<file path="src/rtl/mlp_seq_pkg.sv">
// Shared opcodes, FSM state encoding, config select codes and config defaults
// for the MLP command sequencer.
package mlp_seq_pkg;

  localparam logic [7:0] OP_LOAD_W = 8'h01;
  localparam logic [7:0] OP_LOAD_A = 8'h02;
  localparam logic [7:0] OP_RUN    = 8'h03;
  localparam logic [7:0] OP_CFG    = 8'h04;

  typedef enum logic [3:0] {
    S_IDLE  = 4'd0,
    S_WRST  = 4'd1,
    S_WLOAD = 4'd2,
    S_ALO   = 4'd3,
    S_AHI   = 4'd4,
    S_RUN   = 4'd5,
    S_WAIT  = 4'd6,
    S_RESP  = 4'd7,
    S_CFG   = 4'd8
  } state_e;

  localparam logic [7:0] SEL_GAIN  = 8'd0;
  localparam logic [7:0] SEL_BIAS  = 8'd1;
  localparam logic [7:0] SEL_SHIFT = 8'd2;
  localparam logic [7:0] SEL_INV   = 8'd3;
  localparam logic [7:0] SEL_ZP    = 8'd4;

  // Q8 fixed point: 256 is 1.0, a shift of 8 undoes the Q8 scaling.
  localparam logic [15:0] DEF_GAIN  = 16'd256;
  localparam logic [31:0] DEF_BIAS  = 32'd0;
  localparam logic [4:0]  DEF_SHIFT = 5'd8;
  localparam logic [15:0] DEF_INV   = 16'd256;
  localparam logic [7:0]  DEF_ZP    = 8'd0;

endpackage

</file>
<file path="src/rtl/mlp_seq_cfg_regs.sv">
// Activation-pipeline config registers with a 1-select + 4-data-byte assembler.
// Only present when MLP_SEQ_CFG_EN is defined.
`ifdef MLP_SEQ_CFG_EN
module mlp_seq_cfg_regs
  import mlp_seq_pkg::*;
(
  input  logic        clk,
  input  logic        rst,
  input  logic        byte_stb,
  input  logic [2:0]  byte_idx,
  input  logic [7:0]  byte_data,
  output logic        sel_bad,
  output logic [15:0] norm_gain,
  output logic [31:0] norm_bias,
  output logic [4:0]  norm_shift,
  output logic [15:0] q_inv_scale,
  output logic [7:0]  q_zero_point
);

  logic [7:0]  sel_q, sel_d;
  logic [23:0] asm_q, asm_d;
  logic [31:0] word;
  logic [15:0] gain_q, gain_d, inv_q, inv_d;
  logic [31:0] bias_q, bias_d;
  logic [4:0]  shift_q, shift_d;
  logic [7:0]  zp_q, zp_d;

  assign sel_bad = byte_stb && (byte_idx == 3'd0) && (byte_data > SEL_ZP);

  always_comb begin
    sel_d   = sel_q;
    asm_d   = asm_q;
    gain_d  = gain_q;
    bias_d  = bias_q;
    shift_d = shift_q;
    inv_d   = inv_q;
    zp_d    = zp_q;
    word    = {byte_data, asm_q};
    if (byte_stb) begin
      case (byte_idx)
        3'd0: sel_d = byte_data;
        3'd1: asm_d[7:0] = byte_data;
        3'd2: asm_d[15:8] = byte_data;
        3'd3: asm_d[23:16] = byte_data;
        3'd4: begin
          // An invalid select falls through every arm, discarding the word.
          case (sel_q)
            SEL_GAIN:  gain_d  = word[15:0];
            SEL_BIAS:  bias_d  = word;
            SEL_SHIFT: shift_d = word[4:0];
            SEL_INV:   inv_d   = word[15:0];
            SEL_ZP:    zp_d    = word[7:0];
            default: ;
          endcase
        end
        default: ;
      endcase
    end
  end

  always_ff @(posedge clk or posedge rst) begin
    if (rst) begin
      sel_q   <= '0;
      asm_q   <= '0;
      gain_q  <= DEF_GAIN;
      bias_q  <= DEF_BIAS;
      shift_q <= DEF_SHIFT;
      inv_q   <= DEF_INV;
      zp_q    <= DEF_ZP;
    end else begin
      sel_q   <= sel_d;
      asm_q   <= asm_d;
      gain_q  <= gain_d;
      bias_q  <= bias_d;
      shift_q <= shift_d;
      inv_q   <= inv_d;
      zp_q    <= zp_d;
    end
  end

  assign norm_gain    = gain_q;
  assign norm_bias    = bias_q;
  assign norm_shift   = shift_q;
  assign q_inv_scale  = inv_q;
  assign q_zero_point = zp_q;

endmodule
`endif

</file>
<file path="src/rtl/mlp_sequencer.sv">
// Byte-command sequencer between the UART and the MLP: loads weights/activation,
// runs the MLP with a timeout and returns the accumulator. CFG opcode: MLP_SEQ_CFG_EN.
module mlp_sequencer
  import mlp_seq_pkg::*;
#(
  parameter int          ARRAY_N     = 2,
  parameter logic [3:0]  DONE_STATE  = 4'd6,
  parameter int          TIMEOUT_CYC = 1024
) (
  input  logic        clk,
  input  logic        rst,
  // Both handshakes: a transfer happens on a cycle where valid && ready.
  input  logic        cmd_valid,
  input  logic [7:0]  cmd_data,
  output logic        cmd_ready,
  output logic        res_valid,
  input  logic        res_ready,
  output logic [31:0] res_data,
  output logic        res_err,
  output logic        busy,
  output logic        bad_op,
  output logic        mlp_wf_push_col0,
  output logic        mlp_wf_push_col1,
  output logic [7:0]  mlp_wf_data_in,
  output logic        mlp_wf_reset,
  output logic        mlp_init_act_valid,
  output logic [15:0] mlp_init_act_data,
  output logic        mlp_start_mlp,
  output logic        mlp_weights_ready,
  output logic [15:0] mlp_norm_gain,
  output logic [31:0] mlp_norm_bias,
  output logic [4:0]  mlp_norm_shift,
  output logic [15:0] mlp_q_inv_scale,
  output logic [7:0]  mlp_q_zero_point,
  input  logic [3:0]  mlp_state_in,
  input  logic [31:0] mlp_acc0_in,
  output logic [3:0]  dbg_state
);

  localparam int CNT_W = $clog2(2 * ARRAY_N + 5);
  localparam int TMO_W = $clog2(TIMEOUT_CYC) + 1;

  state_e             state_q, state_d;
  logic [CNT_W-1:0]   cnt_q, cnt_d;
  logic [TMO_W-1:0]   tmo_q, tmo_d;
  logic               wready_q, wready_d, bad_op_q, bad_op_d;
  logic               wf_reset_q, wf_reset_d, push0_q, push0_d, push1_q, push1_d;
  logic [7:0]         wf_data_q, wf_data_d, act_lo_q, act_lo_d;
  logic               act_valid_q, act_valid_d, start_q, start_d;
  logic [15:0]        act_data_q, act_data_d;
  logic [31:0]        res_data_q, res_data_d;
  logic               res_err_q, res_err_d;
  logic               accept;

`ifdef MLP_SEQ_CFG_EN
  logic cfg_sel_bad;
  mlp_seq_cfg_regs u_cfg (
    .clk          (clk),
    .rst          (rst),
    .byte_stb     (accept && (state_q == S_CFG)),
    .byte_idx     (cnt_q[2:0]),
    .byte_data    (cmd_data),
    .sel_bad      (cfg_sel_bad),
    .norm_gain    (mlp_norm_gain),
    .norm_bias    (mlp_norm_bias),
    .norm_shift   (mlp_norm_shift),
    .q_inv_scale  (mlp_q_inv_scale),
    .q_zero_point (mlp_q_zero_point)
  );
`else
  assign mlp_norm_gain    = DEF_GAIN;
  assign mlp_norm_bias    = DEF_BIAS;
  assign mlp_norm_shift   = DEF_SHIFT;
  assign mlp_q_inv_scale  = DEF_INV;
  assign mlp_q_zero_point = DEF_ZP;
`endif

  always_comb begin
    cmd_ready = (state_q == S_IDLE) || (state_q == S_WLOAD) || (state_q == S_ALO) ||
                (state_q == S_AHI) || (state_q == S_CFG);
  end
  assign accept = cmd_valid && cmd_ready;

  always_comb begin
    state_d     = state_q;
    cnt_d       = cnt_q;
    tmo_d       = tmo_q;
    wready_d    = wready_q;
    bad_op_d    = bad_op_q;
    wf_reset_d  = 1'b0;
    push0_d     = 1'b0;
    push1_d     = 1'b0;
    wf_data_d   = wf_data_q;
    act_valid_d = 1'b0;
    act_data_d  = act_data_q;
    act_lo_d    = act_lo_q;
    start_d     = 1'b0;
    res_data_d  = res_data_q;
    res_err_d   = res_err_q;
    case (state_q)
      S_IDLE: begin
        if (accept) begin
          case (cmd_data)
            OP_LOAD_W: state_d = S_WRST;
            OP_LOAD_A: state_d = S_ALO;
            OP_RUN:    state_d = S_RUN;
`ifdef MLP_SEQ_CFG_EN
            OP_CFG: begin
              state_d = S_CFG;
              cnt_d   = '0;
            end
`endif
            default:   bad_op_d = 1'b1;
          endcase
        end
      end
      S_WRST: begin
        wf_reset_d = 1'b1;
        wready_d   = 1'b0;
        cnt_d      = '0;
        state_d    = S_WLOAD;
      end
      S_WLOAD: begin
        if (accept) begin
          wf_data_d = cmd_data;
          if (cnt_q < CNT_W'(ARRAY_N)) push0_d = 1'b1;
          else                         push1_d = 1'b1;
          if (cnt_q == CNT_W'(2 * ARRAY_N - 1)) begin
            wready_d = 1'b1;
            state_d  = S_IDLE;
          end else begin
            cnt_d = cnt_q + CNT_W'(1);
          end
        end
      end
      S_ALO: begin
        if (accept) begin
          act_lo_d = cmd_data;
          state_d  = S_AHI;
        end
      end
      S_AHI: begin
        if (accept) begin
          act_data_d  = {cmd_data, act_lo_q};
          act_valid_d = 1'b1;
          state_d     = S_IDLE;
        end
      end
      S_RUN: begin
        if (!wready_q) begin
          res_err_d  = 1'b1;
          res_data_d = '0;
          state_d    = S_RESP;
        end else begin
          start_d = 1'b1;
          tmo_d   = '0;
          state_d = S_WAIT;
        end
      end
      S_WAIT: begin
        // tmo_q == 0 is the cycle the start pulse is visible; DONE there is stale.
        if ((tmo_q != '0) && (mlp_state_in == DONE_STATE)) begin
          res_data_d = mlp_acc0_in;
          res_err_d  = 1'b0;
          state_d    = S_RESP;
        end else if (tmo_q == TMO_W'(TIMEOUT_CYC - 1)) begin
          res_data_d = '0;
          res_err_d  = 1'b1;
          state_d    = S_RESP;
        end else begin
          tmo_d = tmo_q + TMO_W'(1);
        end
      end
      S_RESP: begin
        if (res_ready) state_d = S_IDLE;
      end
      S_CFG: begin
        if (accept) begin
`ifdef MLP_SEQ_CFG_EN
          if (cfg_sel_bad) bad_op_d = 1'b1;
`endif
          if (cnt_q == CNT_W'(4)) state_d = S_IDLE;
          else                    cnt_d   = cnt_q + CNT_W'(1);
        end
      end
      default: state_d = S_IDLE;
    endcase
  end

  always_ff @(posedge clk or posedge rst) begin
    if (rst) begin
      state_q     <= S_IDLE;
      cnt_q       <= '0;
      tmo_q       <= '0;
      wready_q    <= 1'b0;
      bad_op_q    <= 1'b0;
      wf_reset_q  <= 1'b0;
      push0_q     <= 1'b0;
      push1_q     <= 1'b0;
      wf_data_q   <= '0;
      act_valid_q <= 1'b0;
      act_data_q  <= '0;
      act_lo_q    <= '0;
      start_q     <= 1'b0;
      res_data_q  <= '0;
      res_err_q   <= 1'b0;
    end else begin
      state_q     <= state_d;
      cnt_q       <= cnt_d;
      tmo_q       <= tmo_d;
      wready_q    <= wready_d;
      bad_op_q    <= bad_op_d;
      wf_reset_q  <= wf_reset_d;
      push0_q     <= push0_d;
      push1_q     <= push1_d;
      wf_data_q   <= wf_data_d;
      act_valid_q <= act_valid_d;
      act_data_q  <= act_data_d;
      act_lo_q    <= act_lo_d;
      start_q     <= start_d;
      res_data_q  <= res_data_d;
      res_err_q   <= res_err_d;
    end
  end

  assign res_valid          = (state_q == S_RESP);
  assign res_data           = res_data_q;
  assign res_err            = res_err_q;
  assign busy               = (state_q != S_IDLE);
  assign bad_op             = bad_op_q;
  assign mlp_wf_push_col0   = push0_q;
  assign mlp_wf_push_col1   = push1_q;
  assign mlp_wf_data_in     = wf_data_q;
  assign mlp_wf_reset       = wf_reset_q;
  assign mlp_init_act_valid = act_valid_q;
  assign mlp_init_act_data  = act_data_q;
  assign mlp_start_mlp      = start_q;
  assign mlp_weights_ready  = wready_q;
  assign dbg_state          = state_q;

endmodule

</file>
<file path="config.mk">
export PLATFORM = sky130hd
export DESIGN_NAME = mlp_sequencer
export DESIGN_NICKNAME = d
export VERILOG_FILES = /design/src/rtl/mlp_seq_pkg.sv /design/src/rtl/mlp_seq_cfg_regs.sv /design/src/rtl/mlp_sequencer.sv
export SDC_FILE = /design/constraint.sdc
export NUM_CORES = 1
export LEC_CHECK = 0
export CAP_MARGIN = 30
export CORE_MARGIN = 4
export CORE_UTILIZATION = 34
export CTS_CLUSTER_SIZE = 8
export DETAILED_ROUTE_END_ITERATION = 7
export HOLD_SLACK_MARGIN = 0.15
export PLACE_DENSITY = 0.77
export SLEW_MARGIN = 20
export SYNTH_ARGS = -nofsm -noshare
export SYNTH_HDL_FRONTEND = slang
export SYNTH_SLANG_ARGS = --single-unit
</file>
<file path="constraint.sdc">
create_clock -name clk -period 3.4 [get_ports clk]
set_input_delay 0.51 -clock clk [delete_from_list [all_inputs] [get_ports clk]]
set_output_delay 0.51 -clock clk [all_outputs]
set_load 0.02 [all_outputs]
</file>
## Word-level counts from Yosys, hierarchy flattened

Cells that the tools add are included.

- ROM bits: 0
- Memory bits (writable): 0
- Bits in registers: 91
- Latch bits: 0
- Memories: 0
- Input port bits: 48

- Multiplexer cells: 44
- Multiply operators: 0
- Eq/ne operators: 31
- Div/mod/pow operators: 0
- Bitwise gates (word level): 1
- Add/subtract/negate cells: 2
- Reduce and logical (&&, ||, !) cells: 22
- Shift operators: 0
- Magnitude comparators: 1

Operators by type and width:

| cell | number |
|---|---|
| $mux 32 | 3 |
| $pmux 32 s2 | 1 |
| $mux 4 | 14 |
| $pmux 4 s9 | 1 |
| $mux 11 | 3 |
| $eq 4x3->1 const B | 6 |
| $pmux 4 s3 | 2 |
| $ne 2x2->1 const B | 11 |
| $pmux 11 s2 | 1 |
| $mux 1 | 17 |
| $eq 8x2->1 const B | 2 |
| $eq 4x2->1 const B | 3 |
| $add 11x1->11 const B | 1 |
| $eq 11x10->1 const B | 1 |
| $reduce_bool 11->1 | 1 |
| $reduce_and 10->1 | 1 |
| $reduce_and 3->1 | 3 |
| $eq 8x1->1 const B | 1 |
| $ne 2x1->1 const B | 3 |
| $reduce_and 2->1 | 3 |
| $reduce_and 5->1 | 1 |
| $add 4x1->4 const B | 1 |
| $eq 4x1->1 const B | 1 |
| $eq 4x4->1 const B | 1 |
| other kinds (13) | 19 |

## Depth between registers and ports, before layout

Gate-level depths: netlist of run 1.

- Depth in word-level cells: 8
- Depth in mapped cells: 8

## Least setup slack after synthesis of run 1

OpenSTA, ideal clock, no wires.

- Path kind: reg-to-reg
- Start: reg state_q[0] (netlist: dbg_state[0])
- End: reg state_q[2] (netlist: dbg_state[2])
- Slack: 1490 ps
- Path buffers: 0
- Required time: 3268 ps
- Library setup time: 132 ps
- Cell stages (with the launch flop): 6
- Arrival: 1778 ps
- Cells stage by stage: dfrtp_1 -> or3_1 -> a31oi_1 -> a221o_1 -> nor3_1 -> or3b_1

- Word-level cells in the longest chain between the ends: 8
- Elaborated cells on any way between the ends: 26

Ends and longest elaborated chain:

| what | RTL line | source |
|---|---|---|
| start: declaration | mlp_sequencer.sv:43 | `state_e state_q, state_d;` |
| start signal: assignment | mlp_sequencer.sv:208 | `state_q <= state_d;` |
| $eq 4x2->1 / $logic_not 4->1 (equally long branches) | mlp_sequencer.sv:79, mlp_sequencer.sv:100 |  |
| $logic_or 1x1->1 (3 in a row) | mlp_sequencer.sv:79 | `cmd_ready = (state_q == S_IDLE) \|\| (state_q == S_WLOAD) \|\| (state_q == S_ALO) \|\|` |
| $logic_or 1x1->1 | mlp_sequencer.sv:80 | `(state_q == S_AHI) \|\| (state_q == S_CFG);` |
| $logic_and 1x1->1 | mlp_sequencer.sv:82 | `assign accept = cmd_valid && cmd_ready;` |
| $ne 2x2->1 (no line) | -- |  |
| $reduce_and 10->1 (no line) | -- |  |

Several ways; a longest one is shown, not always the timed one.
A chain may end at the register's enable or synchronous reset.

## Worst setup path in the final report of run 1

- Start: reg state_q[0] (netlist: dbg_state[0])
- End: out cmd_ready

- Word-level cells in the longest chain between the ends: 5
- Elaborated cells on any way between the ends: 9

Ends and longest elaborated chain:

| what | RTL line | source |
|---|---|---|
| $eq 4x2->1 / $logic_not 4->1 (equally long branches) | mlp_sequencer.sv:79 |  |
| $logic_or 1x1->1 (3 in a row) | mlp_sequencer.sv:79 |  |
| $logic_or 1x1->1 * | mlp_sequencer.sv:80 |  |
| end: declaration | mlp_sequencer.sv:15 | `output logic cmd_ready,` |

Mark *: on every way between the ends. The rest lies on a longest branch, timed or not.

==> metrics.md, run 1 <==
| Metric | Value |
|---|---|
| Status | complete, no violations |
| Hold Buf Count CTS | 0 |
| Final cell count without fillers | 668 |
| Fin crit share | 0.780 |
| Ports | 196 |
| 1st-pass router iterations | 4 |
| Final ANT Viol Nets | 0 |
| Nets | 542 |
| Max Cap Viol | 0 |
| Largest net degree at the start of global routing | 51 |
| Cells after Synth | 375 |
| Die Y-Extent | 122 µm |
| Die Area | 0.0148 mm² |
| Comb power frac | 0.403 |
| Internal | 2.74 mW |
| Drt initial violations | 107 |
| Post-synthesis cell area | 0.00440 mm² |
| Synth Flop Type | dfrtp_1 |
| Clk Latency, worst-skew pair | 0.34 ns |
| Dpl cells | 651 |
| Drt via density | 4.62 |
| N_diodes | 0 |
| Worst path cell trace | and2b_1 > a21oi_1 > clkdlybuf4s50_1 |
| # DRC | 0 |
| Layout cells sized above 1 | 0.133 |
| Hold Crit Class | in2async |
| Clock power frac | 0.212 |
| Tightest Pin Transition | 0.800 ns |
| CTS tree | done |
| Dominant cells by area after synthesis | dfrtp_1 51%, buf_4 14%, mux2_2 7.7%, a22o_1 7.0%, a21oi_1 1.5% |
| Num rows | 41 |
| Final min period | 2.65 ns |
| Register area | 0.00225 mm² |
| Overflow after GRT | 0 |
| # H-tree levels | 3 |
| Largest family of logic cells by synthesized area | buffers and inverters |
| Final Slew Violations | 0 |
| Worst Skew | 0.00934 ns |
| Switching Fraction | 0.363 |
| CP Class | reg2out |
| Synth Warn # | 0 |
| Fill count | 1166 |
| Initial antenna violation count | 0 |
| Area of the multi-input gates | 0.00172 mm² |
| Placer Congestion | 0.842 |
| Req. time, crit path | 2.89 ns |
| First-pass GRT wire length | 15900 µm |
| CTS Root Cell | clkbuf_16 |
| Setup-failing EPs final | 0 |
| Cell with the most instances after synthesis | dfrtp_1 |
| Reg-to-reg startpoint | dbg_state[2]$_DFFE_PP0P_ |
| Simple-gate share of the synthesized area | 0.0963 |
| Xor and xnor area share after synthesis | 0.00199 |
| Die X | 122 µm |
| Post-CTS sizing | 0 |
| Synth Area in Compound Gates | 0.130 |
| Post-synth EDFFs | 0 |
| Clock buffer depth | 2 |
| Worst Setup SP | dbg_state[0]$_DFFE_PP0P_ |
| Worst slew margin | 0.467 |
| Initial core utilization | 0.348 |
| R2r setup slk | 1.15 ns |
| PwrDens | 749 mW/mm² |
| Vias in the first global route | 3090 |
| Final instance area | 0.00573 mm² |
| Syn_area_per_cell | 11.7 µm² |
| Mux contribution to synthesized area | 0.0866 |
| Slowest stage cell, crit path | clkdlybuf4s50_1 |
| CTS sink cnt | 90 |
| Gr usage total | 0.134 |
| Async SR Flop Fraction | 1.00 |
| Post-Place Cell Area | 0.00544 mm² |
| CTS Buf Count | 9 |
| Setup bufs post-CTS | 0 |
| Area leader, netlist | dfrtp_1 |
| Synth top cells by count | 90 x dfrtp_1, 80 x buf_4, 35 x a22o_1 |
| Max FO, Critical Path | 14 |
| Yosys reg bits | 90 |
| Worst path max stage delay | 0.67 ns |
| Worst setup EP type | primary output |
| Hold WS | 0.386 ns |
| Sequential Power Share | 0.385 |
| Sequential fraction of the synthesis area | 0.511 |
| Post-DP HPWL | 7270 µm |
| Static Leak | 2.60 nW |
| Arrival time worst endpoint | 2.14 ns |
| Net Sw Power | 1.56 mW |
| Achievable Freq | 377 MHz |
| Clk pin slew, worst setup/hold paths | 0.07 ns |
| Synth top area share | 0.511 |
| Count of input and output buffers | 117 |
| Routed len/inst | 14.9 µm |
| Area share of fa/ha/maj cells after synthesis | 0.00852 |
| RSZ-0062 raised after global routing | no |
| Peak supply drop | 0.464 mV |
| Setup_tns | 0 ns |
| Core area | 0.0127 mm² |
| Synth unique cells | 55 |
| Total routed wirelength | 9920 µm |
| Critical Path Start Type | flop |
| Hold Fails Final Rpt | 0 |
| Vias post-DR | 3086 |
| Layout area overhead | 30.2% |
-- layer usage --
layer,up-vias,share of wire,track usage
met4,0,0.013,0.0448
li1,1409,-,-
met3,10,0.11,0.0571
met1,1520,0.40,0.160
met5,-,0,0
met2,147,0.48,0.220
-- cells by family after synthesis --
logic type      after synthesis
fa+ha+maj                     3
mux                          34
compound gates               74
simple gates                 68
other cells                   2
buf+inv                     103
xor+xnor                      1
flops                        90
-- flip-flops by register name (all words and copies together) (netlist names) --
signal	flops
act_lo_q	8
res_err	1
mlp_wf_push_col1	1
tmo_q	11
mlp_start_mlp	1
mlp_init_act_valid	1
bad_op	1
dbg_state	3
mlp_wf_push_col0	1
mlp_init_act_data	16
cnt_q	4
res_data	32
mlp_weights_ready	1
mlp_wf_data_in	8
mlp_wf_reset	1
-- critical path, delay by kind of cell, from the launching register on --
| kind | cells | cell delay [ns] |
|---|---|---|
| AND/OR/NAND/NOR | 1 | 0.32 |
| AO/OA/AOI/OAI | 1 | 0.25 |
| buffers and inverters | 1 | 0.67 |
| flip-flops | 1 | 0.57 |
-- final timing paths --
check / end / cells past startpoint
worst max-delay path: cmd_ready / 3
worst min-delay path: mlp_wf_data_in[1]$_DFFE_PP0P_ / 2
worst max register to register: mlp_init_act_data[14]$_DFFE_PP0P_ / 3
worst min register to register: bad_op$_DFFE_PP0P_ / 1
max in group asynchronous: res_data[29]$_DFFE_PP0P_ / 4
min in group clk: bad_op$_DFFE_PP0P_ / 1
-- final cells by class --
cell class              instances  share of cell area
clock buffers                  10              0.0399
multi-input cells             258               0.301
inverters                      10             0.00676
well taps                     172              0.0375
flip-flops and latches         90               0.393
clock inverters                 6             0.00720
repair buffers                122               0.215
-- cells in the final DEF, fill, tap and decap left out, types with 3 or more instances in the layout --
cell type and instances:
a21oi_1 13, a22o_1 35, and3_1 5, buf_4 3, clkbuf_16 9, clkdlybuf4s50_1 117, clkinv_2 4, conb_1 78
dfrtp_1 90, ha_1 3, inv_1 8, mux2_1 3, mux2_2 30, nand2_1 10, nand3_1 6, nand4_1 3
nor2_1 10, nor2b_1 3, o21ai_0 9, o22ai_1 4, or3_1 7
-- stage by stage --
step | util | total power, mW | setup slack (ns)
6_report | 0.453 | 4.29 | 0.747
4_1_cts | 0.451 | 4.34 | 0.723
3_3_place_gp | 0.430 | 3.35 | 0.854
3_5_place_dp | 0.430 | 3.40 | 0.853
5_1_grt | 0.453 | 4.55 | 0.608
2_1_floorplan | - | 2.72 | 0.555
-- power by group through the flow --
stage | Combinational, mW | Clock (mW) | Sequential, mW
after floorplan | 0.839 | 0 | 1.88
after global placement | 1.70 | 0 | 1.65
after detailed placement | 1.74 | 0 | 1.66
after CTS | 1.75 | 0.942 | 1.65
after global routing | 1.86 | 0.982 | 1.71
final | 1.73 | 0.911 | 1.65
Power figures use the tool's default switching activity.
==> run 2, diff against run 1 <==
==> constraint.sdc (replaced) <==
create_clock -name clk -period 2.6 [get_ports clk]
set_input_delay 0.39 -clock clk [delete_from_list [all_inputs] [get_ports clk]]
set_output_delay 0.39 -clock clk [all_outputs]
set_load 0.02 [all_outputs]
==> metrics.md, run 2 (synthesis gave the netlist of run 1 again) <==
| Metric | Value |
|---|---|
| Dpl cells | 656 (+0.77%) |
| Clk Latency, worst-skew pair | 0.34 ns (about the same) |
| Fin crit share | 0.956 |
| Ports | 196 (unchanged) |
| Worst Skew | 0.00742 ns (-0.00193 ns) |
| CTS Root Cell | clkbuf_16 |
| Max FO, Critical Path | 13 (-1) |
| CTS tree | done |
| Sequential Power Share | 0.373 (-0.012) |
| Final Total Pwr | 5.73 mW (+33%) |
| Final cell count without fillers | 671 (+0.45%) |
| First-pass GRT wire length | 15500 µm (-2.2%) |
| RSZ-0062 raised after global routing | no |
| CTS sink cnt | 90 (unchanged) |
| Hold Buf Count CTS | 0 (unchanged) |
| Post-route setup slack | 0.115 ns (-0.633 ns) |
| Hold Crit Class | in2async |
| Vias in the first global route | 3144 (+1.7%) |
| Largest delay share family, worst path | buffers and inverters |
| Req. time, crit path | 2.21 ns (-0.68 ns) |
| Worst path cell trace | and2b_1 > a21oi_1 > clkdlybuf4s50_1 |
| Peak supply drop | 0.711 mV (+53%) |
| Num rows | 41 (unchanged) |
| Achievable Freq | 402 MHz |
| Post-Place Cell Area | 0.00551 mm² (+1.2%) |
| Setup-failing EPs final | 0 (unchanged) |
| PwrDens | 987 mW/mm² (+32%) |
| Count of input and output buffers | 117 (unchanged) |
| Setup bufs post-CTS | 0 (unchanged) |
| CTS Buf Count | 9 (unchanged) |
| Layout cells sized above 1 | 0.138 (+0.00521) |
| Static Leak | 2.62 nW (+0.89%) |
| Worst path max stage delay | 0.67 ns (about the same) |
| # DRC | 0 (unchanged) |
| Clk pin slew, worst setup/hold paths | 0.06 ns (about the same) |
| Setup_tns | 0 ns (unchanged) |
| Post-CTS sizing | 0 (unchanged) |
| 1st-pass router iterations | 4 (unchanged) |
| Final instance area | 0.00580 mm² (+1.2%) |
| Overflow after GRT | 0 (unchanged) |
| Crit path buffers/inverters | 1 (unchanged) |
| Clock buffer depth | 2 (unchanged) |
| Routed len/inst | 14.6 µm (-2.0%) |
| Internal | 3.72 mW (+36%) |
| Arrival time worst endpoint | 2.10 ns (-0.04 ns) |
| CP Class | reg2out |
| Clock power frac | 0.225 (+0.013) |
| Most common cell after layout, fill and taps aside | clkdlybuf4s50_1 |
| Net Sw Power | 2.01 mW (+29%) |
| Worst slack at placement | 0.174 ns (-0.679 ns) |
| Hold WS | 0.369 ns (-0.0170 ns) |
| Most frequent cells in the layout | 117 x clkdlybuf4s50_1, 90 x dfrtp_1, 78 x conb_1 |
| Comb power frac | 0.402 (about the same) |
| Worst setup EP type | primary output |
| Tightest Pin Transition | 0.620 ns (-0.180 ns) |
| Total routed wirelength | 9770 µm (-1.6%) |
| Initial core utilization | 0.348 (unchanged) |
| Core area | 0.0127 mm² (unchanged) |
| Fin util | 0.458 (+0.00543) |
| Worst slew margin | 0.587 (+0.120) |
| Final Slew Violations | 0 (unchanged) |
| Switching Fraction | 0.351 (-0.0118) |
| Final ANT Viol Nets | 0 (unchanged) |
| Die Area | 0.0148 mm² (unchanged) |
| Critical Path Start Type | flop |
| Max Cap Viol | 0 (unchanged) |
| Vias post-DR | 3088 (+0.065%) |
| Status | complete, no violations |
| Slowest stage cell, crit path | clkdlybuf4s50_1 |
| Initial antenna violation count | 0 (unchanged) |
| # H-tree levels | 3 (unchanged) |
| Layout area overhead | 31.8% |
| Largest net degree at the start of global routing | 56 (+9.8%) |
| Final min period | 2.49 ns |
| N_diodes | 0 (unchanged) |
| Placer Congestion | 0.813 (-3.5%) |
| Die Y-Extent | 122 µm (unchanged) |
| Die X | 122 µm (unchanged) |
| Drt initial violations | 115 (+7.5%) |
| Drt via density | 4.60 (-0.38%) |
| Nets | 546 (+0.74%) |
| Post-DP HPWL | 7180 µm (-1.3%) |
| Hold Fails Final Rpt | 0 (unchanged) |
| Max reg flops | 32 (unchanged) |
| Gr usage total | 0.133 (-0.00154) |
| Fill count | 1190 (+2.1%) |
run 2: cell types whose count changed in the layout (fill, tap and decap cells not counted), sizes merged:
cell	delta
bufinv	+1
buf	+4
clkinvlp	+2
clkinv	-5
clkbuf	+1
run 2: power groups by stage:
stage / Sequential [mW] / Clock (mW) / Combinational, mW
2_1_floorplan: 2.46 / 0 / 1.10
3_3_place_gp: 2.14 / 0 / 2.27
3_5_place_dp: 2.15 / 0 / 2.32
4_1_cts: 2.14 / 1.33 / 2.33
5_1_grt: 2.21 / 1.40 / 2.48
6_report: 2.14 / 1.29 / 2.30
run 2: metal layers:
metal / vias up / global-route usage / routed length [µm]
met5: - / 0 / 0
met4: 0 / 0.0525 / 143
met3: 11 / 0.0543 / 1050
met2: 146 / 0.214 / 4740
met1: 1503 / 0.159 / 3830
li1: 1428 / - / -
run 2: worst paths after layout:
| check | depth (start not counted) | slack, ns | endpoint | startpoint |
|---|---|---|---|---|
| setup / recovery | 3 | 0.11 | cmd_ready | dbg_state[1]$_DFFE_PP0P_ |
| max in group asynchronous | 3 | 1.65 | tmo_q[5]$_DFFE_PP0P_ | rst |
| setup reg to reg | 5 | 0.42 | tmo_q[8]$_DFFE_PP0P_ | dbg_state[2]$_DFFE_PP0P_ |
| hold / removal | 2 | 0.37 | res_data[2]$_DFFE_PP0P_ | rst |
| hold reg to reg | 1 | 0.46 | bad_op$_DFFE_PP0P_ | bad_op$_DFFE_PP0P_ |
| min in group clk | 1 | 0.46 | bad_op$_DFFE_PP0P_ | bad_op$_DFFE_PP0P_ |
run 2: final cells by class:
class                   instances  area (µm²)  area share
multi-input cells             258        1720       0.297
flip-flops and latches         90        2250       0.388
clock inverters                 4        51.3     0.00884
clock buffers                  11         243      0.0418
repair buffers                126        1280       0.220
well taps                     172         215      0.0371
inverters                      10        41.3     0.00712
run 2: worst register-to-register path: stages (launching register included):
cell and delay (ns):
dfrtp_1 0.69, nand2_1 0.23, nor2_1 0.34, a31oi_4 0.25, or4_1 0.51, o21ai_1 0.09
